**config.mk**
```make
export PLATFORM = sky130hd
export DESIGN_NAME = if_fetch_queue
export DESIGN_NICKNAME = d
export VERILOG_FILES = /design/src/rtl/if_fetch_queue.sv
export SDC_FILE = /design/constraint.sdc
export NUM_CORES = 1
export LEC_CHECK = 0
export ABC_AREA = 1
export CAP_MARGIN = 15
export CELL_PAD_IN_SITES_DETAIL_PLACEMENT = 0
export CELL_PAD_IN_SITES_GLOBAL_PLACEMENT = 1
export CORE_MARGIN = 3
export CORE_UTILIZATION = 30
export DETAILED_ROUTE_END_ITERATION = 12
export GPL_TIMING_DRIVEN = 1
export PLACE_DENSITY_LB_ADDON = 0.1
export SYNTH_ARGS = -nofsm -noshare
export SYNTH_HDL_FRONTEND = slang
export SYNTH_SLANG_ARGS = --single-unit
```
**constraint.sdc**
```tcl
create_clock -name clk -period 7.2 [get_ports clk]
set_clock_uncertainty 0.15 [all_clocks]
set_input_delay 1.44 -clock clk [delete_from_list [all_inputs] [get_ports clk]]
set_output_delay 1.44 -clock clk [all_outputs]
set_load 0.01 [all_outputs]
```
**src/rtl/if_fetch_queue.sv**
```systemverilog
// Instruction-fetch stage: PC generation, one-cycle-latency IMEM reads and a DEPTH-entry prefetch queue.
// Optional performance counters are built only when IF_PERF_CNT_EN is defined.
module if_fetch_queue #(
   parameter int                PC_W     = 32,
   parameter int                IM_AW    = 8,
   parameter int                DEPTH    = 4,
   parameter logic [PC_W-1:0]   RESET_PC = '0
) (
   input  logic              clk,
   input  logic              rst,
   input  logic              run,
   input  logic              jump,
   input  logic              branch,
   input  logic              MD_jal,
   input  logic [PC_W-1:0]   jump_addr,
   input  logic [PC_W-1:0]   branch_addr,
   input  logic [PC_W-1:0]   MD_jaladdr,
   output logic              im_en,
   output logic [IM_AW-1:0]  im_addr,
   input  logic [31:0]       im_rdata,
   output logic              if_valid,
   input  logic              if_ready,
   output logic [31:0]       if_ir,
   output logic [PC_W-1:0]   if_pc,
   output logic [PC_W-1:0]   if_npc,
   output logic [31:0]       fetch_cnt,
   output logic [31:0]       redir_cnt
);

   localparam int              PW      = $clog2(DEPTH);
   localparam int              CW      = PW + 1;
   localparam logic [CW:0]     DEPTH_C = (CW+1)'(DEPTH);

   logic [PC_W-1:0] pc_q, pc_d;
   logic [PW-1:0]   head_q, head_d, tail_q, tail_d;
   logic [CW-1:0]   count_q, count_d;
   logic            inflight_q, inflight_d;
   logic [PC_W-1:0] req_pc_q, req_pc_d;
   logic            epoch_q, epoch_d, req_epoch_q, req_epoch_d;

   logic [31:0]     ir_mem [DEPTH];
   logic [PC_W-1:0] pc_mem [DEPTH];

   logic            redirect, issue, enq, deq;
   logic [PC_W-1:0] target, redir_pc;
   logic [CW:0]     occupancy;

   assign redirect  = run & (jump | branch | MD_jal);
   assign occupancy = {1'b0, count_q} + {{CW{1'b0}}, inflight_q};
   assign issue     = run & ~redirect & (occupancy < DEPTH_C);
   assign epoch_d   = epoch_q ^ redirect;
   // A returning read is kept only if no redirect happened since it was issued.
   assign enq       = run & inflight_q & (req_epoch_q == epoch_d);
   assign if_valid  = (count_q != '0);
   assign deq       = if_valid & if_ready;

   always_comb begin
      target = MD_jaladdr + PC_W'(4);
      if (jump)
         target = jump_addr;
      else if (branch)
         target = branch_addr;
      redir_pc = {target[PC_W-1:2], 2'b00};
   end

   always_comb begin
      pc_d        = pc_q;
      head_d      = head_q;
      tail_d      = tail_q;
      count_d     = count_q;
      inflight_d  = 1'b0;
      req_pc_d    = req_pc_q;
      req_epoch_d = req_epoch_q;
      if (!run) begin
         pc_d    = RESET_PC;
         head_d  = '0;
         tail_d  = '0;
         count_d = '0;
      end else if (redirect) begin
         pc_d    = redir_pc;
         head_d  = '0;
         tail_d  = '0;
         count_d = '0;
      end else begin
         if (issue) begin
            pc_d        = pc_q + PC_W'(4);
            inflight_d  = 1'b1;
            req_pc_d    = pc_q;
            req_epoch_d = epoch_q;
         end
         if (deq)
            head_d = head_q + PW'(1);
         if (enq)
            tail_d = tail_q + PW'(1);
         case ({enq, deq})
            2'b10:   count_d = count_q + CW'(1);
            2'b01:   count_d = count_q - CW'(1);
            default: count_d = count_q;
         endcase
      end
   end

   always_ff @(posedge clk) begin
      if (rst) begin
         pc_q        <= RESET_PC;
         head_q      <= '0;
         tail_q      <= '0;
         count_q     <= '0;
         inflight_q  <= 1'b0;
         req_pc_q    <= '0;
         epoch_q     <= 1'b0;
         req_epoch_q <= 1'b0;
      end else begin
         pc_q        <= pc_d;
         head_q      <= head_d;
         tail_q      <= tail_d;
         count_q     <= count_d;
         inflight_q  <= inflight_d;
         req_pc_q    <= req_pc_d;
         epoch_q     <= epoch_d;
         req_epoch_q <= req_epoch_d;
      end
   end

   always_ff @(posedge clk) begin
      if (enq) begin
         ir_mem[tail_q] <= im_rdata;
         pc_mem[tail_q] <= req_pc_q;
      end
   end

   // Issue throttling guarantees a free slot for every returning read.
   always_ff @(posedge clk) begin
      if (!rst && enq)
         assert ({1'b0, count_q} < DEPTH_C);
   end

   assign im_en   = issue;
   assign im_addr = pc_q[IM_AW+1:2];
   assign if_ir   = if_valid ? ir_mem[head_q] : 32'd0;
   assign if_pc   = if_valid ? pc_mem[head_q] : '0;
   assign if_npc  = if_pc + PC_W'(4);

`ifdef IF_PERF_CNT_EN
   logic [31:0] fetch_cnt_q, fetch_cnt_d, redir_cnt_q, redir_cnt_d;

   assign fetch_cnt_d = fetch_cnt_q + {31'd0, deq};
   assign redir_cnt_d = redir_cnt_q + {31'd0, redirect};

   always_ff @(posedge clk) begin
      if (rst) begin
         fetch_cnt_q <= '0;
         redir_cnt_q <= '0;
      end else begin
         fetch_cnt_q <= fetch_cnt_d;
         redir_cnt_q <= redir_cnt_d;
      end
   end

   assign fetch_cnt = fetch_cnt_q;
   assign redir_cnt = redir_cnt_q;
`else
   assign fetch_cnt = 32'd0;
   assign redir_cnt = 32'd0;
`endif

endmodule

```
# [Yosys cells after proc, flatten, opt, wreduce, memory -nomap -nowiden]
# Memories as Yosys holds them, arrays and structs flattened. A register that Yosys moved wholly into a read port is not among the register bits.
# Cells that the tools add are included.
[op_classes] n_addsub=8 n_lt_le_gt_ge=1 n_eq_ne=3 mux=14 bitwise_logic=11 n_reduce_logical=6
[op_table] op="2-to-1 mux 32 bit" count=6
[op_table] op="adder 32 x 3 -> 32 bit (second input constant)" count=3
[op_table] op="2-to-1 mux 2 bit" count=4
[op_table] op="AND 1 bit" count=6
[op_table] op="one-hot mux 3 bit (2 select lines)" count=1
[op_table] op="adder 2 x 1 -> 2 bit (second input constant)" count=2
[op_table] op="adder 3 x 1 -> 4 bit" count=1
[op_table] op="less-than comparator 4 x 3 -> 1 bit (second input constant)" count=1
[op_table] op="nonzero test 2 bit" count=2
[op_table] op="adder 3 x 1 -> 3 bit (second input constant)" count=1
[op_table] op="2-to-1 mux 1 bit" count=3
[op_table] op="AND reduction 3 bit" count=1
[op_table] op="nonzero test 3 bit" count=1
[op_table] op="OR reduction 3 bit" count=1
[op_table] op="subtractor 3 x 1 -> 3 bit (second input constant)" count=1
[op_table] op="== test 2 x 1 -> 1 bit (second input constant)" count=1
[op_table] op="== test 2 bit (second input constant)" count=1
[op_table] op="NOT 1 bit" count=2
[op_table] op="OR 1 bit" count=2
[op_table] op="OR reduction 2 bit" count=1
[op_table] op="== test 1 bit" count=1
[op_table] op="bitwise XOR 1 bit" count=1
[word_totals] regBits=74 ram_bits=256 input_bits=135 out_inout_bits=170 word_cells=54 mem_count=2
[mem_list] name="ir_mem" depth=4 width=32 rd=1 rd_clocked_by_memory_dff=1 write_ports=1 line_no="41" text="logic [31:0] ir_mem [DEPTH];"
[mem_list] name="pc_mem" depth=4 width=32 rd=1 rd_clocked_by_memory_dff=1 write_ports=1 line_no="42" text="logic [PC_W-1:0] pc_mem [DEPTH];"

# [Logic depth before layout (Yosys ltp)]
[depth] depth_word=8 depth_mapped=16 depth_no_buf=14

# [Least setup slack after synthesis]
# No wires, ideal clock.
[synth_path] path_kind="input-to-reg" start="input jump" end="memory ir_mem[0][0], enable pin" setup_ns=0.482 arrival_ns=5.121 required_time_ns=6.568 path_slack_ns=1.447 path_stages=8 path_buffers=1 cell_sequence="buf_2 > nor2_2 > nand2_1 > nand2_2 > xor2_2 > xor2_1 > nand3_1 > nor2_1"
[synth_via] elab_chain_len=8
[synth_rtl] item="from (decl)" line_no="12" text="input logic jump,"
[synth_rtl] item="OR 1 bit (2 in a row)" line_no="48" text="assign redirect = run & (jump | branch | MD_jal);"
[synth_rtl] item="AND 1 bit" line_no="48"
[synth_rtl] item="bitwise XOR 1 bit" line_no="51" text="assign epoch_d = epoch_q ^ redirect;"
[synth_rtl] item="== test 1 bit" line_no="53" text="assign enq = run & inflight_q & (req_epoch_q == epoch_d);"
[synth_rtl] item="AND 1 bit" line_no="53"
[synth_rtl] item="2-to-1 mux 1 bit" line_no="126" text="if (enq) begin"
[synth_rtl] item="2-to-1 mux 1 bit (implied by the code)" line_no="127" text="ir_mem[tail_q] <= im_rdata;"
[synth_rtl] item="to (decl)" line_no="41"
# No other way between the ends.

==> flow_summary.json <==
{
  "status": "complete, no violations",
  "ctsResizeCount": 0,
  "final_common_cell": "nand2_1",
  "most-common-layout-cells": "357 x nand2_1, 321 x nor2_1, 248 x edfxtp_1",
  "hold_depth": 2,
  "die-area_um2": 56800,
  "drive_above_1_share_pct": 6.42,
  "die_y_um": 238,
  "core_area_um2": 53000,
  "grt_busiest_layer": "met2",
  "p_per_area_nw_per_um2": 201,
  "htree_levels": 2,
  "p_leak_nw": 7.15,
  "worstReg2RegStart": "count_q[2]",
  "setup_tns_ns": 0,
  "drcViolationCount": 0,
  "firstDrtPassIters": 6,
  "worstMarginPinSlew_ns": 0.905,
  "initial_core_util_pct": 30.5,
  "start_kind": "register",
  "pre_cts_slack_ns": 2.13,
  "use_met3_pct": 3.42,
  "synth.cell_area_um2": 16200,
  "relSlewSlack_pct": 39.6,
  "viasPerCell": 4.64,
  "rsz0062_at_grt": "no",
  "fin_crit_ns": 5.45,
  "cts.root.buffer_cell": "clkbuf_16",
  "hold_start": "head_q[1]",
  "yosys_warnings": 0,
  "cts_tree": "yes",
  "top_level_ports": 305,
  "track_usage_pct": 17.6,
  "crit_type": "register to output port",
  "grt_pass1_vias": 12300,
  "use_met2_pct": 29.0,
  "cts_made_buffers": 37,
  "arrival_ns": 3.86,
  "regToRegSetupSlack_ns": 4.36,
  "antenna_found_initial": 3,
  "ant_nets": 0,
  "fin_ws_ns": 1.75,
  "layout.nets": 2156,
  "rr_worst_depth": 11,
  "final-hold-violation-count": 0,
  "post-route-period-util_pct": 75.7,
  "ir_drop_v": 0.000126,
  "dr_total_vias": 12700,
  "use_met1_pct": 23.8,
  "postSynthCellCount": 1819,
  "setup_violations": 0,
  "r2r_end": "pc_q[13]",
  "cts_setup_buffers": 0,
  "cts_hold_buf": 0,
  "clk-insertion-delay-late_ns": 0.54,
  "dp_hpwl_mm": 34.9,
  "syn2layout_area_growth_pct": 23.0,
  "grt_max_degree": 127,
  "ys_seq_area_share_pct": 54.9,
  "overflow": 0,
  "drt_iter0_markers": 733,
  "cts_max_path_buffers": 3,
  "synth_seq_cells": 320,
  "maxSlewViolCount": 0,
  "netlist-cell-type-count": 50,
  "place_congestion": 0.861,
  "worstSetupEndpointType": "output port",
  "numClockSinks": 320,
  "io_buffers": 230,
  "syn_area_per_cell_um2": 8.90,
  "hold_slack_ns": 0.312,
  "cp.required_ns": 5.61,
  "maxCapViolCount": 0,
  "min_path_type": "register to register",
  "cts.clk_slew.worst_paths_ns": 0.06,
  "max_freq_mhz": 183,
  "routed_wl_mm": 51.0,
  "rows": 84,
  "die_w_um": 238,
  "grt_pass1_wl_mm": 76.4,
  "worst-path-max-fanout": 67,
  "wire_per_inst_um": 18.7
}
[metal layers]
layer	vias up	share of wire, %
li1	6351	-
met1	5961	46
met2	284	47
met3	65	4.6
met4	6	2.3
met5	-	0.061
[worst max-delay path by stage]
stage,end,slack (ns),depth (start not counted)
after floorplan,ir_mem[0][0],1.45,8
after global placement,count_q[1],2.11,14
after detailed placement,im_en,2.13,6
after CTS,if_npc[24],1.62,11
final,if_npc[29],1.75,12
after global routing,if_npc[29],1.34,12
[final cells by class]
type / count / area, um2
antenna: 1 / 2.50
clock buffer: 45 / 956
clock inverter: 21 / 150
fill: 5437 / 33100
inverter: 109 / 420
multi-input combinational: 1300 / 6160
sequential: 320 / 8890
tap: 688 / 861
timing repair buffer: 244 / 2460
[kinds of logic after synthesis]
group           synth area share, %
compound gates                 9.44
fa+ha+maj                     0.742
xor+xnor                       2.64
flops                          54.9
other cells                  0.0232
buf+inv                        8.73
simple gates                   23.5
[Yosys cell counts (all sizes together)]
cell / count / share of area (%)
nand2: 367 / 8.7
fa: 1 / 0.12
a211oi: 8 / 0.37
o31ai: 2 / 0.093
dfxtp: 72 / 8.9
o21ai: 140 / 4.3
nor4: 2 / 0.077
nand3b: 11 / 0.51
ha: 8 / 0.62
a31oi: 4 / 0.15
a221oi: 1 / 0.054
o22ai: 1 / 0.039
nor3: 19 / 0.85
and2: 2 / 0.085
xor2: 32 / 1.8
o311ai: 1 / 0.054
o211ai: 12 / 0.56
nor3b: 2 / 0.16
a21oi: 120 / 3.7
nor2: 348 / 8.6
xnor2: 16 / 0.87
inv: 109 / 2.6
edfxtp: 248 / 46
conb: 1 / 0.023
buf: 127 / 5.4
nand4: 15 / 0.58
clkbuf: 30 / 0.70
nand3: 115 / 3.8
or2: 3 / 0.12
o2111ai: 1 / 0.054
and3: 1 / 0.039
[flip-flops by register name, indices dropped and copies added (netlist names), named ones only]
signal,cells
count_q,3
req_epoch_q,1
epoch_q,1
pc_mem,120
pc_q,30
inflight_q,1
tail_q,2
head_q,2
ir_mem,128
req_pc_q,30
[report_power, final]
part / switching [mW] / internal (mW)
registers: 0.0204 / 2.00
logic: 0.146 / 0.104
clock network: 0.744 / 0.985
[critical path: stages (launching register included)]
cell and delay, ns:
dfxtp_4 0.79, buf_4 0.75, nand2_1 0.10, nand3_1 0.11, nand2_1 0.13, nor2_4 0.23, nand2_1 0.08, nor2_1 0.14
nand3_1 0.08, nor2_1 0.19, nand3_1 0.09, nand2_1 0.08, clkdlybuf4s50_1 0.53
[per-stage QoR]
stage	std cells	power [mW]	cell area, um2	util (%)
final	2728	4.00	19900	37.6
after global routing	2727	4.16	19900	37.6
after CTS	2727	4.06	19900	37.6
after detailed placement	2661	2.31	18800	35.5
after global placement	2661	2.31	18800	35.5
after floorplan	1886	2.19	16400	-
No activity file was read; power rests on OpenSTA's default activity.
